### config.mk
export PLATFORM = sky130hd
export DESIGN_NAME = serial_capture
export DESIGN_NICKNAME = d
export VERILOG_FILES = /design/src/rtl/serial_capture_pkg.sv /design/src/rtl/serial_capture_fifo.sv /design/src/rtl/serial_capture.sv
export SDC_FILE = /design/constraint.sdc
export NUM_CORES = 1
export LEC_CHECK = 0
export BUFFER_PORTS_ARGS = -buffer_cell sky130_fd_sc_hd__buf_4
export CAP_MARGIN = 15
export CORE_MARGIN = 2
export CORE_UTILIZATION = 50
export DETAILED_ROUTE_END_ITERATION = 7
export GPL_TIMING_DRIVEN = 0
export PLACE_DENSITY = 0.79
export RECOVER_POWER = 50
export SLEW_MARGIN = 10
export SYNTH_ARGS = -nofsm -noshare
export SYNTH_HDL_FRONTEND = slang
export SYNTH_SLANG_ARGS = --single-unit
### constraint.sdc
create_clock -name clk -period 2.5 [get_ports clk]
set_input_delay 0.25 -clock clk [delete_from_list [all_inputs] [get_ports clk]]
set_output_delay 0.25 -clock clk [all_outputs]
set_load 0.01 [all_outputs]
### src/rtl/serial_capture_pkg.sv
// Shared constants and types for the serial capture block.
// Default geometry and deserializer state encoding.
package serial_capture_pkg;

   localparam int DEF_WIDTH = 8;
   localparam int DEF_DEPTH = 4;

   typedef enum logic {
      IDLE,
      SHIFT
   } state_t;

endpackage

### src/rtl/serial_capture_fifo.sv
// Synchronous FIFO holding assembled capture words.
// Power-of-two depth; pointers wrap naturally.
module capture_fifo
   import serial_capture_pkg::*;
#(
   parameter int WIDTH = DEF_WIDTH,
   parameter int DEPTH = DEF_DEPTH,
   parameter int CW    = $clog2(DEPTH + 1)
) (
   input  logic             clk,
   input  logic             rst,
   input  logic             push,
   input  logic [WIDTH-1:0] wdata,
   input  logic             pop,
   output logic [WIDTH-1:0] rdata,
   output logic             full,
   output logic             empty,
   output logic [CW-1:0]    count
);

   localparam int AW = $clog2(DEPTH);

   logic [WIDTH-1:0] mem [DEPTH];
   logic [AW-1:0]    wp;
   logic [AW-1:0]    rp;
   logic             do_push;
   logic             do_pop;

   assign full    = (count == CW'(DEPTH));
   assign empty   = (count == '0);
   assign do_pop  = pop && !empty;
   // a pop in the same cycle frees the slot for a push while full
   assign do_push = push && (!full || do_pop);
   assign rdata   = empty ? '0 : mem[rp];

   always_ff @(posedge clk) begin
      if (rst) begin
         wp    <= '0;
         rp    <= '0;
         count <= '0;
      end else begin
         if (do_push) wp <= wp + 1'b1;
         if (do_pop)  rp <= rp + 1'b1;
         count <= count + CW'(do_push) - CW'(do_pop);
      end
   end

   always_ff @(posedge clk) begin
      if (!rst && do_push) mem[wp] <= wdata;
   end

endmodule

### src/rtl/serial_capture.sv
// LSB-first serial deserializer feeding a small output FIFO.
// Words that find the FIFO full are dropped and flagged sticky.
module serial_capture
   import serial_capture_pkg::*;
#(
   parameter int WIDTH = DEF_WIDTH,
   parameter int DEPTH = DEF_DEPTH
) (
   input  logic                       clk,
   input  logic                       rst,
   input  logic                       bit_in,
   input  logic                       bit_en,
   output logic [WIDTH-1:0]           out_data,
   output logic                       out_valid,
   input  logic                       out_ready,
   output logic [$clog2(DEPTH+1)-1:0] count,
   output logic                       overflow
);

   localparam int BW = $clog2(WIDTH);

   state_t           state;
   state_t           state_nx;
   logic [BW-1:0]    bcnt;
   logic [WIDTH-1:0] sr;
   logic [WIDTH-1:0] word;
   logic             last;
   logic             push;
   logic             full;
   logic             empty;
   logic             drop;

   assign last = bit_en && (bcnt == BW'(WIDTH - 1));
   assign push = last;
   assign drop = push && full && !(out_ready && !empty);

   always_comb begin
      word       = sr;
      word[bcnt] = bit_in;
   end

   always_comb begin
      state_nx = state;
      unique case (state)
         IDLE:  if (bit_en) state_nx = SHIFT;
         SHIFT: if (last)   state_nx = IDLE;
         default:           state_nx = IDLE;
      endcase
   end

   always_ff @(posedge clk) begin
      if (rst) begin
         state    <= IDLE;
         bcnt     <= '0;
         sr       <= '0;
         overflow <= 1'b0;
      end else begin
         state <= state_nx;
         if (bit_en) begin
            // partial word clears once the full word leaves for the FIFO
            if (last) begin
               bcnt <= '0;
               sr   <= '0;
            end else begin
               bcnt <= bcnt + 1'b1;
               sr   <= word;
            end
         end
         if (drop) overflow <= 1'b1;
      end
   end

   capture_fifo #(
      .WIDTH (WIDTH),
      .DEPTH (DEPTH)
   ) u_fifo (
      .clk   (clk),
      .rst   (rst),
      .push  (push),
      .wdata (word),
      .pop   (out_ready),
      .rdata (out_data),
      .full  (full),
      .empty (empty),
      .count (count)
   );

   assign out_valid = !empty;

endmodule

## Yosys cells after proc, flatten, opt, wreduce, memory -nomap -nowiden

Memories as Yosys holds them, arrays and structs flattened. A register that Yosys moved wholly into a read port is not among the register bits.
Cells that the tools add are included.

- Add/sub/neg operators: 5
- $lt $le $gt $ge: 2
- Eq/ne operators: 2
- Multiplexer cells: 10
- Reductions and logical operators: 13

Operator list:

| operator | number |
|---|---|
| $mux 8 | 2 |
| $bwmux 8 | 1 |
| $logic_and 1x1->1 | 7 |
| $eq 3x3->1 const B | 2 |
| $add 2x1->2 const B | 2 |
| $logic_not 1->1 | 4 |
| $lt 3x4->1 const B | 1 |
| $mux 2 | 2 |
| $add 3x1->3 | 1 |
| $add 3x1->3 const B | 1 |
| $demux 1 s3 | 1 |
| $ge 3x1->1 const B | 1 |
| $logic_not 3->1 | 1 |
| $mux 1 | 3 |
| $mux 3 | 1 |
| $sub 3x1->3 | 1 |
| $logic_or 1x1->1 | 1 |

- Register bits: 19
- RAM bits: 32
- Bits of input ports: 5
- Output and inout port bits: 13
- Word-level logic and storage cells: 39
- Memories: 1

Memory list:

| name | depth | bits a word | rd ports | clocked after Yosys merged registers in | write ports | line | text |
|---|---|---|---|---|---|---|---|
| u_fifo.mem | 4 | 8 | 1 | 1 | 1 | serial_capture_fifo.sv:23 | `logic [WIDTH-1:0] mem [DEPTH];` |

## Depth between registers and ports, before layout

Gate-level depths: netlist of run 1.

- Depth after elaboration: 8
- Mapped depth: 9
- Depth with buffers taken out: 9

## By module

A second synthesis of run 1 with hierarchy kept.

- Cell total of the unflattened synthesis: 185
- Area total of the unflattened synthesis: 2401.1 um^2

Modules (own cells, without submodules):

| module | times used | cells an instance | area an instance (um^2) | seq. area each (um^2) |
|---|---|---|---|---|
| capture_fifo | 1 | 100 | 1691.6 | 1141.1 |
| serial_capture | 1 | 85 | 709.4 | 240.2 |

## Worst setup path before layout of run 1

Ideal clock, no wire load.

- Kind: reg-to-reg
- From: reg bcnt[0]
- To: reg u_fifo.count[2]
- Setup time: 0.117 ns
- Data arrival time: 1.924 ns
- Required time: 2.383 ns
- Path slack: 0.458 ns
- Stages on the path, launching flop included: 10
- Buffers on the path: 0
- Period minus slack after synthesis: 2.042 ns
- Cells stage by stage: dfxtp_1 > ha_1 > ha_1 > nand2_2 > nor2_2 > ha_1 > fa_1 > xnor2_1 > xnor2_1 > nor2_1

- Longest elaborated chain between the ends: 5

Ends and longest elaborated chain:

| item | line | text |
|---|---|---|
| from (decl) | serial_capture.sv:24 | `logic [BW-1:0] bcnt;` |
| from (signal assigned) | serial_capture.sv:65 | `bcnt <= bcnt + 1'b1;` |
| $eq 3x3->1 | serial_capture.sv:33 | `assign last = bit_en && (bcnt == BW'(WIDTH - 1));` |
| $logic_and 1x1->1 | serial_capture.sv:33 |  |
| $logic_and 1x1->1 | serial_capture_fifo.sv:33 | `assign do_push = push && (!full \|\| do_pop);` |
| $add 3x1->3 | serial_capture_fifo.sv:44 | `count <= count + CW'(do_push) - CW'(do_pop);` |
| $sub 3x1->3 | serial_capture_fifo.sv:44 |  |
| to (signal assigned) | serial_capture_fifo.sv:44 |  |
| to (decl) | serial_capture_fifo.sv:18 | `output logic [CW-1:0] count` |

Every way passes these cells.
A chain may end at the register's enable or synchronous reset.

## Worst setup path after layout of run 1

Same ends and word-level chain as after synthesis.

==> results of run 1 <==
per-layer routing:
metal  share of wire, %  wire (um)
met5                  0          0
met2                 47       1890
met4                1.9         78
met3                2.8        112
met1                 48       1960
area by class of cell:
class	count	area share (%)
Sequential cell	53	51.6
Multi-Input combinational cell	115	35.3
Timing Repair Buffer	16	3.93
Clock buffer	6	2.71
Tap cell	54	2.52
Buffer	10	1.78
Clock inverter	2	1.45
Inverter	5	0.701
registers in the layout, summed over array words and instances (netlist names), named ones only:
name          cells
u_fifo.mem       32
u_fifo.count      3
bcnt              3
u_fifo.rp         2
sr                8
u_fifo.wp         2
overflow          1
where the power goes:
group	internal (mW)	leakage (nW)	total [mW]	switching, mW
registers	0.961	0.475	1.00	0.0438
clock network	0.301	0.0554	0.574	0.273
logic	0.273	0.431	0.544	0.270
total	1.54	0.962	2.12	0.587
cells in the final DEF (no fill, tap or decap):
master / count
o21ai_0: 1
nor2b_1: 12
nand3b_1: 1
nor4b_4: 1
o31ai_1: 1
nor3_1: 3
and2_2: 4
bufinv_16: 1
xor2_1: 1
buf_4: 14
nor2_2: 1
or4b_1: 1
nand3_1: 4
nor2_1: 13
mux2_1: 9
ha_1: 7
edfxtp_1: 32
nand2_1: 5
a31oi_1: 1
dfxtp_1: 21
and2b_1: 2
o21ai_1: 1
o211ai_1: 6
clkinv_4: 1
clkbuf_1: 11
xnor2_1: 2
fa_1: 1
clkbuf_8: 5
or3_1: 1
mux2i_1: 3
nand4_1: 4
o311ai_1: 2
buf_2: 2
mux4_2: 8
nand2_2: 2
a21oi_1: 11
nand2b_1: 7
inv_1: 5
through the flow:
step                      hold slack, ns  setup WS, ns
after global routing               0.254        0.0264
after detailed placement           0.461         0.143
after floorplan                    0.430         0.458
after CTS                          0.239         0.131
final                              0.246         0.204
after global placement             0.462         0.192
logic make-up after synthesis:
kind of cell | synth area share, %
AOI/OAI and AO/OA | 5.91
xor gates and xnor gates | 1.10
adders and majority gates | 4.50
buffers and inverters | 3.03
DFF | 57.7
muxes | 13.0
and+or+nand+nor | 14.7
worst min path at each step:
| stage | start | endpoint | slack (ns) | cells after the start |
|---|---|---|---|---|
| 3_3_place_gp | overflow | overflow | 0.46 | 2 |
| 2_1_floorplan | rst | u_fifo.wp[1] | 0.43 | 2 |
| 6_report | rst | u_fifo.wp[1] | 0.25 | 3 |
| 3_5_place_dp | overflow | overflow | 0.46 | 2 |
| 4_1_cts | rst | u_fifo.wp[1] | 0.24 | 3 |
| 5_1_grt | rst | u_fifo.wp[1] | 0.25 | 3 |
critical path: stages, from the launching register on:
cell and delay [ns]:
dfxtp_1 0.40, ha_1 0.23, ha_1 0.26, nand2_2 0.22
nor2_2 0.10, ha_1 0.23, fa_1 0.37, xnor2_1 0.19
xnor2_1 0.14, nor2_1 0.05
timing repair:
item                                    CTS  global route
endpoints found under the hold margin     0             0
setup buffers                             0             0
endpoints found under the setup margin    0            32
resized for setup                         0             4
==> flow_summary.toml, run 1 <==
[global_routing]
grt-ovfl-total = 0
grt_max_degree = 17
antenna_found_initial = 0
grt_util_met3_pct = 3.73
grt.busiest_layer = "met2"
grt_pass1_wl_mm = 6.58
track_usage_pct = 16.7
use_met2_pct = 26.3
first_global_vias = 1346
use_met1_pct = 22.4

[pwr]
power_mw = 2.12
vdd_ir_drop_max_mv = 0.386
power_density_nw_per_um2 = 793
leakage_nw = 0.962

[finish]
stdcell_count = 261
area.sequential_sq_um = 1380
n_antenna_cell = 0
postLayoutCoreUtil_pct = 57.4
fillers = 379
multi_input_area_sq_um = 945
design_area_sq_um = 2680
syn2layout_area_growth_pct = 11.8
nets = 219
drive_above_1_share_pct = 18.8

[clock_network]
cts_buffer_depth = 2
cts.reportedPaths.clkPinSlew_ns = 0.09
cts.sinks = 53
cts_tree = "yes"
holdBufCountCts = 0
htreeDepth = 2
clkLatencyLatePin_ns = 0.31
numCtsBuffers = 5
cts_root_buffer = "clkbuf_8"

[setup_path]
worstPathArrival_ns = 2.50
cp-startpoint = "bcnt[0]"
reg2reg_from = "bcnt[0]"
cp-end-kind = "flip-flop"
start_kind = "flip-flop"
cp-endpoint = "u_fifo.count[2]"
regToRegSetupSlack_ns = 0.20
rr_worst_depth = 9
r2r_end = "u_fifo.count[2]"
worstPathRequired_ns = 2.70
cp_max_fo = 10
crit_type = "flip-flop to flip-flop"

[placed_design]
place_area_sq_um = 2580
numPortBuffers = 16
dp_hpwl_mm = 2.84
dp_cells = 253
place_congestion = 0.803

[sta]
fmax_mhz = 436
slew_headroom_pct = 68.3
period_minus_slack_ns = 2.30
hold_violations = 0
drv_slew = 0
worst_pin_slew_ns = 0.476
setup_tns_ns = 0
rsz0062_at_grt = "no"
setup_violations = 0
period_share_pct = 91.8
fin_skew_ns = 0.00438

[synthesis]
syn_area_per_cell_sq_um = 13.1
synth_edf_count = 32
yosysTopAreaCellShare_pct = 40.1
ys.flop_type = "edfxtp_1"
netlist_instances = 183
syn_area_sq_um = 2390
synth_async_sr_flop_share_pct = 0
synth_most_common_cell = "edfxtp_1"
netlist.top_cell.by_area = "edfxtp_1"
yosys-top-cells-count = "edfxtp_1, dfxtp_1, nor2_1"
ys_seq_elements = 53
ys_warn_count = 0
yosysUniqueCellTypes = 35
ys_seq_area_share_pct = 57.7
synth_area_leaders = "edfxtp_1, dfxtp_1, mux4_2"
synth_nets = 196

[job]
maxCapViolations = 0

[floorplanning]
die_w_um = 73.2
rows = 25
die_area_sq_um = 5360
start_util_pct = 51.4
io_pins = 18
die_y_um = 73.2
core_area_sq_um = 4660

[route]
drc = 0
routedWlPerCell_um = 15.5
vias_per_cell = 5.54
vias = 1446
postRouteAntennaNets = 0
first_pass_iters = 4
wl_mm = 4.04
drtIter0Drc = 72

[status]
status = "completed"

[min_path]
hp-class = "input port to flip-flop"
Power figures use the tool's default switching activity.
==> run 2: changes to the inputs <==
--- a/config.mk
+++ b/config.mk
@@ -5,14 +5,14 @@
 export SDC_FILE = /design/constraint.sdc
 export NUM_CORES = 1
 export LEC_CHECK = 0
+export ABC_AREA = 1
 export BUFFER_PORTS_ARGS = -buffer_cell sky130_fd_sc_hd__buf_4
 export CAP_MARGIN = 15
-export CORE_MARGIN = 2
 export CORE_UTILIZATION = 50
 export DETAILED_ROUTE_END_ITERATION = 7
 export GPL_TIMING_DRIVEN = 0
 export PLACE_DENSITY = 0.79
-export RECOVER_POWER = 50
+export RECOVER_POWER = 100
 export SLEW_MARGIN = 10
 export SYNTH_ARGS = -nofsm -noshare
 export SYNTH_HDL_FRONTEND = slang
==> run 2 against run 1 <==
Compared with the run above: first-iteration DRC count is 69% higher; non-clock buffer count stayed put; via count is 22% higher; setup slack better by 0.12 ns; fmax is 5.4% higher; design area is 0.51% lower; clock-buffer cell count stayed put; sequential cell count stayed put; synthesized cell count is 42% higher; sequential share of layout area is 0.27 points higher.
==> flow_summary.toml, run 2 <==
[status]
status = "completed"

[route]
vias_per_cell = 5.01
postRouteAntennaNets = 0
first_pass_iters = 4
wl_mm = 4.53
vias = 1757
drc = 0
routedWlPerCell_um = 12.9
drtIter0Drc = 122

[finish]
postLayoutCoreUtil_pct = 56.4
nets = 296
top_register = "u_fifo.mem"
syn2layout_area_growth_pct = 8.79
final_cell_mix = "nor2_1, edfxtp_1, nand2_1, inv_1, a21oi_1"
largest_register_ffs = 32
fillers = 425
drive_above_1_share_pct = 9.51
final_common_cell = "nor2_1"
design_area_sq_um = 2660
reg_top3 = "u_fifo.mem (32), sr (8)"
n_antenna_cell = 0
stdcell_count = 351

[setup_path]
cp-startpoint = "u_fifo.count[1]"
crit_type = "flip-flop to output port"
path_depth = 3
worstPathArrival_ns = 1.93
reg2reg_from = "bcnt[0]"
path_buf_inv = 1
cp-end-kind = "output port"
start_kind = "flip-flop"
critPathSlowestCell = "nor3_1"
worstPathRequired_ns = 2.25
path_delay_family = "simple AND/OR/NAND/NOR gates"
cpPeakStageDelay_ns = 0.94
rr_worst_depth = 6
crit_chain = "nor3_1 -> a21oi_1 -> clkbuf_1"
cp_max_fo = 8

[synthesis]
synth_nets = 273
syn_area_per_cell_sq_um = 9.41
yosysTopAreaCellShare_pct = 39.3
ys_seq_area_share_pct = 56.4
synth_async_sr_flop_share_pct = 0
ys.flop_type = "edfxtp_1"
yosys-top-cells-count = "nor2_1, edfxtp_1, nand2_1"
synth_area_leaders = "edfxtp_1, dfxtp_1, nor2_1"
synth_most_common_cell = "nor2_1"
ys_warn_count = 0
syn_area_sq_um = 2450
synth_edf_count = 32
netlist.top_cell.by_area = "edfxtp_1"
yosysUniqueCellTypes = 30
ys_seq_elements = 53
netlist_instances = 260

[floorplanning]
io_pins = 18
start_util_pct = 51.8
rows = 25
die_w_um = 72.0
core_area_sq_um = 4720
die_area_sq_um = 5180
die_y_um = 72.0

[pwr]
clock_power_share_pct = 22.7
leakage_nw = 1.01
internal_power_mw = 1.37
switching_share_pct = 33.4
pwr-share-comb_pct = 28.5
power_density_nw_per_um2 = 770
seq_power_share_pct = 48.8
switchingPower_mw = 0.684
power_mw = 2.05
vdd_ir_drop_max_mv = 0.393

[clock_network]
cts_tree = "yes"
ctsResizeCount = 0
cts_buffer_depth = 2
cts.sinks = 53
htreeDepth = 2
numCtsBuffers = 5
cts_setup_buffers = 0
holdBufCountCts = 0
clkLatencyLatePin_ns = 0.30
cts.reportedPaths.clkPinSlew_ns = 0.09
cts_root_buffer = "clkbuf_8"

[sta]
setup_violations = 0
rsz0062_at_grt = "no"
period_minus_slack_ns = 2.18
worst_slack_ns = 0.322
holdWs_ns = 0.143
period_share_pct = 87.1
hold_violations = 0
setup_tns_ns = 0
fmax_mhz = 459
slew_headroom_pct = 22.0
fin_skew_ns = 0.00911
worst_pin_slew_ns = 1.16
drv_slew = 0

[min_path]
hp-start = "bit_en"
holdPathStages = 2
hp-class = "input port to flip-flop"

[placed_design]
numPortBuffers = 16
dp_cells = 343
pre_cts_slack_ns = 0.289
place_congestion = 0.823
place_area_sq_um = 2650
dp_hpwl_mm = 3.12

[global_routing]
first_global_vias = 1672
grt_max_degree = 17
track_usage_pct = 19.4
grt-ovfl-total = 0
grt_pass1_wl_mm = 7.58
antenna_found_initial = 0

[job]
maxCapViolations = 0
run 2: cell types whose count changed after synthesis, sizes merged, moves of 11 or more:
cell	before	now
nand2	7	30
inv	5	29
nand3	4	18
o21ai	2	18
a21oi	11	22
nor2	14	49
nor2b	12	0
run 2: layer usage:
| metal | global-route usage, % | vias up | routed length, um |
|---|---|---|---|
| li1 | - | 911 | - |
| met1 | 23.8 | 813 | 2050 |
| met2 | 34.0 | 27 | 2290 |
| met3 | 3.89 | 6 | 126 |
| met4 | 7.41 | 0 | 65 |
| met5 | 0 | - | 0 |
run 2: path summary, 6_finish.rpt:
kind	endpoint	slack [ns]
max	out_data[3]	0.32
min reg2reg	sr[4]	0.47
min	bcnt[0]	0.14
max reg2reg	u_fifo.mem[1][7]	0.36
run 2: logic make-up (layout without fill, tap and decap cells):
| logic type | after synthesis | after routing | synth area share (%) |
|---|---|---|---|
| and+or+nand+nor | 113 | 113 | 21.2 |
| DFF | 53 | 53 | 56.4 |
| AOI/OAI and AO/OA | 44 | 44 | 9.77 |
| buffers and inverters | 39 | 63 | 7.11 |
| adders and majority gates | 8 | 8 | 4.40 |
| xor gates and xnor gates | 3 | 3 | 1.07 |
run 2: area by class of cell:
type | instances | area [sq um] | area share (%)
sequential | 53 | 1380 | 51.9
multi-input combinational | 168 | 866 | 32.5
inverter | 29 | 111 | 4.18
tap | 67 | 83.8 | 3.15
timing repair buffer | 16 | 75.1 | 2.82
clock buffer | 6 | 72.6 | 2.73
buffer | 10 | 57.6 | 2.16
clock inverter | 2 | 15.0 | 0.564
run 2: worst reg2reg max path, stage by stage (launching register included):
cell     delay (ns)
dfxtp_1        0.35
ha_1           0.17
ha_1           0.16
nand2_1        0.09
a31oi_1        0.23
nand2_2        0.12
nor2_1         0.66
run 2: power groups by stage:
stage / clock (mW) / sequential, mW / combinational, mW
after global routing: 0.515 / 1.01 / 0.665
after global placement: 0 / 1.02 / 0.663
after floorplan: 0 / 1.02 / 0.416
after CTS: 0.480 / 1.00 / 0.677
after detailed placement: 0 / 1.02 / 0.674
final: 0.466 / 1.00 / 0.584
==> run 3: changes to the inputs <==
--- a/config.mk
+++ b/config.mk
@@ -8,6 +8,7 @@
 export ABC_AREA = 1
 export BUFFER_PORTS_ARGS = -buffer_cell sky130_fd_sc_hd__buf_4
 export CAP_MARGIN = 15
+export CORE_MARGIN = 2
 export CORE_UTILIZATION = 50
 export DETAILED_ROUTE_END_ITERATION = 7
 export GPL_TIMING_DRIVEN = 0
==> constraint.sdc (replaced) <==
create_clock -name clk -period 2.5 [get_ports clk]
set_input_delay 0.25 -clock clk [delete_from_list [all_inputs] [get_ports clk]]
set_output_delay 0.25 -clock clk [all_outputs]
set_load 0.05 [all_outputs]
==> run 3 against run 2 <==
Compared with the run above: sequential share of layout area decreased by 0.29 points; core utilization is 0.32 points higher; wire length up 3.5%; design area up 0.56%; setup slack worse by 0.026 ns; global-route usage decreased by 0.63 points; register-to-register slack barely moved; critical path type unchanged; largest cell class unchanged.
==> flow_summary.toml, run 3 (synthesis results as in run 2) <==
[sta]
period_minus_slack_ns = 2.20
period_share_pct = 88.2
drv_slew = 0
fmax_mhz = 454
setup_tns_ns = 0
slew_headroom_pct = 46.4
holdWs_ns = 0.132
worst_pin_slew_ns = 0.802
setup_violations = 0
fin_skew_ns = 0.00519
hold_violations = 0
rsz0062_at_grt = "no"

[clock_network]
cts_tree = "yes"
cts_buffer_depth = 2
numCtsBuffers = 5
clkLatencyLatePin_ns = 0.31
cts.reportedPaths.clkPinSlew_ns = 0.10
cts_root_buffer = "clkbuf_8"
cts_setup_buffers = 0
cts.sinks = 53
ctsResizeCount = 0
htreeDepth = 2
holdBufCountCts = 0

[route]
vias_per_cell = 5.09
drtIter0Drc = 85
vias = 1787
wl_mm = 4.68
routedWlPerCell_um = 13.3
postRouteAntennaNets = 0
first_pass_iters = 4
drc = 0

[placed_design]
numPortBuffers = 16
dp_cells = 343
place_congestion = 0.788
dp_hpwl_mm = 3.33

[finish]
fillers = 435
largest_register_ffs = 32
postLayoutCoreUtil_pct = 56.7
reg_top3 = "u_fifo.mem (32), sr (8)"
final_common_cell = "nor2_1"
drive_above_1_share_pct = 12.3
final_cell_mix = "nor2_1, edfxtp_1, nand2_1, inv_1, a21oi_1"
syn2layout_area_growth_pct = 9.41
n_antenna_cell = 0
top_register = "u_fifo.mem"
nets = 296
stdcell_count = 351

[setup_path]
cpPeakStageDelay_ns = 0.37
cp_max_fo = 9
regToRegSetupSlack_ns = 0.35
start_kind = "flip-flop"
path_buf_inv = 3
cp-end-kind = "output port"
crit_chain = "clkbuf_1 -> inv_1 -> nor2_1 -> o21ai_1 -> a21oi_1 -> clkbuf_2"
worstPathRequired_ns = 2.25
worstPathArrival_ns = 1.95
critPathSlowestCell = "clkbuf_1"
path_delay_family = "buffers and inverters"
crit_type = "flip-flop to output port"

[floorplanning]
start_util_pct = 51.8
die_y_um = 74.0
die_w_um = 74.0
io_pins = 18
core_area_sq_um = 4720
die_area_sq_um = 5470
rows = 25

[global_routing]
antenna_found_initial = 0
grt_pass1_wl_mm = 7.63
grt-ovfl-total = 0
first_global_vias = 1669
track_usage_pct = 18.8
grt_max_degree = 18

[min_path]
hp-class = "input port to flip-flop"

[status]
status = "completed"

[pwr]
leakage_nw = 1.04
power_density_nw_per_um2 = 902
vdd_ir_drop_max_mv = 0.593

[job]
maxCapViolations = 0
## run 3: cell types whose count changed in the layout (fill, tap and decap cells not counted), sizes merged
cell      previous run  this run
inv                 29        30
buf                 11        10
clkinv               0         1
clkinvlp             2         1
## run 3: layout make-up
class	instances	area (sq um)	share of cell area [%]
clock inverters	3	21.3	0.794
repair buffers	16	83.8	3.13
flip-flops and latches	53	1380	51.6
well taps	67	83.8	3.13
plain buffers	10	56.3	2.10
multi-input cells	168	871	32.5
clock buffers	5	68.8	2.57
inverters	29	111	4.16
## run 3: path summary, 6_finish.rpt
check,from,end,cells after the start
setup / recovery,flip-flop,out_data[3],6
hold reg to reg,sr[5],sr[5],2
hold / removal,bit_en,bcnt[0],2
setup reg to reg,bcnt[0],u_fifo.mem[0][3],6
## run 3: power by group
group,switching [mW],internal [mW]
combinational,0.704,0.221
sequential,0.0374,0.965
clock,0.287,0.199
## run 3: through the flow
stage	worst slack (ns)	power [mW]	cell area, sq um
6_report	0.296	2.41	2680
3_5_place_dp	0.311	2.03	2650
2_1_floorplan	0.303	1.76	2450
5_1_grt	0.165	2.54	2680
3_3_place_gp	0.409	2.02	2650
4_1_cts	0.286	2.51	2740
## run 3: worst register-to-register path, stage by stage, from the launching register on
cell     delay, ns
dfxtp_1       0.35
ha_1          0.16
ha_1          0.18
nand2_1       0.10
a31oi_1       0.24
nand2_2       0.13
nor2_1        0.63
## run 3: metal layers
layer	vias to the layer above	routed length (um)	GRT usage [%]
met4	0	61	6.06
met3	7	223	3.66
met5	-	0	0
met1	831	2050	23.1
li1	905	-	-
met2	44	2340	33.3
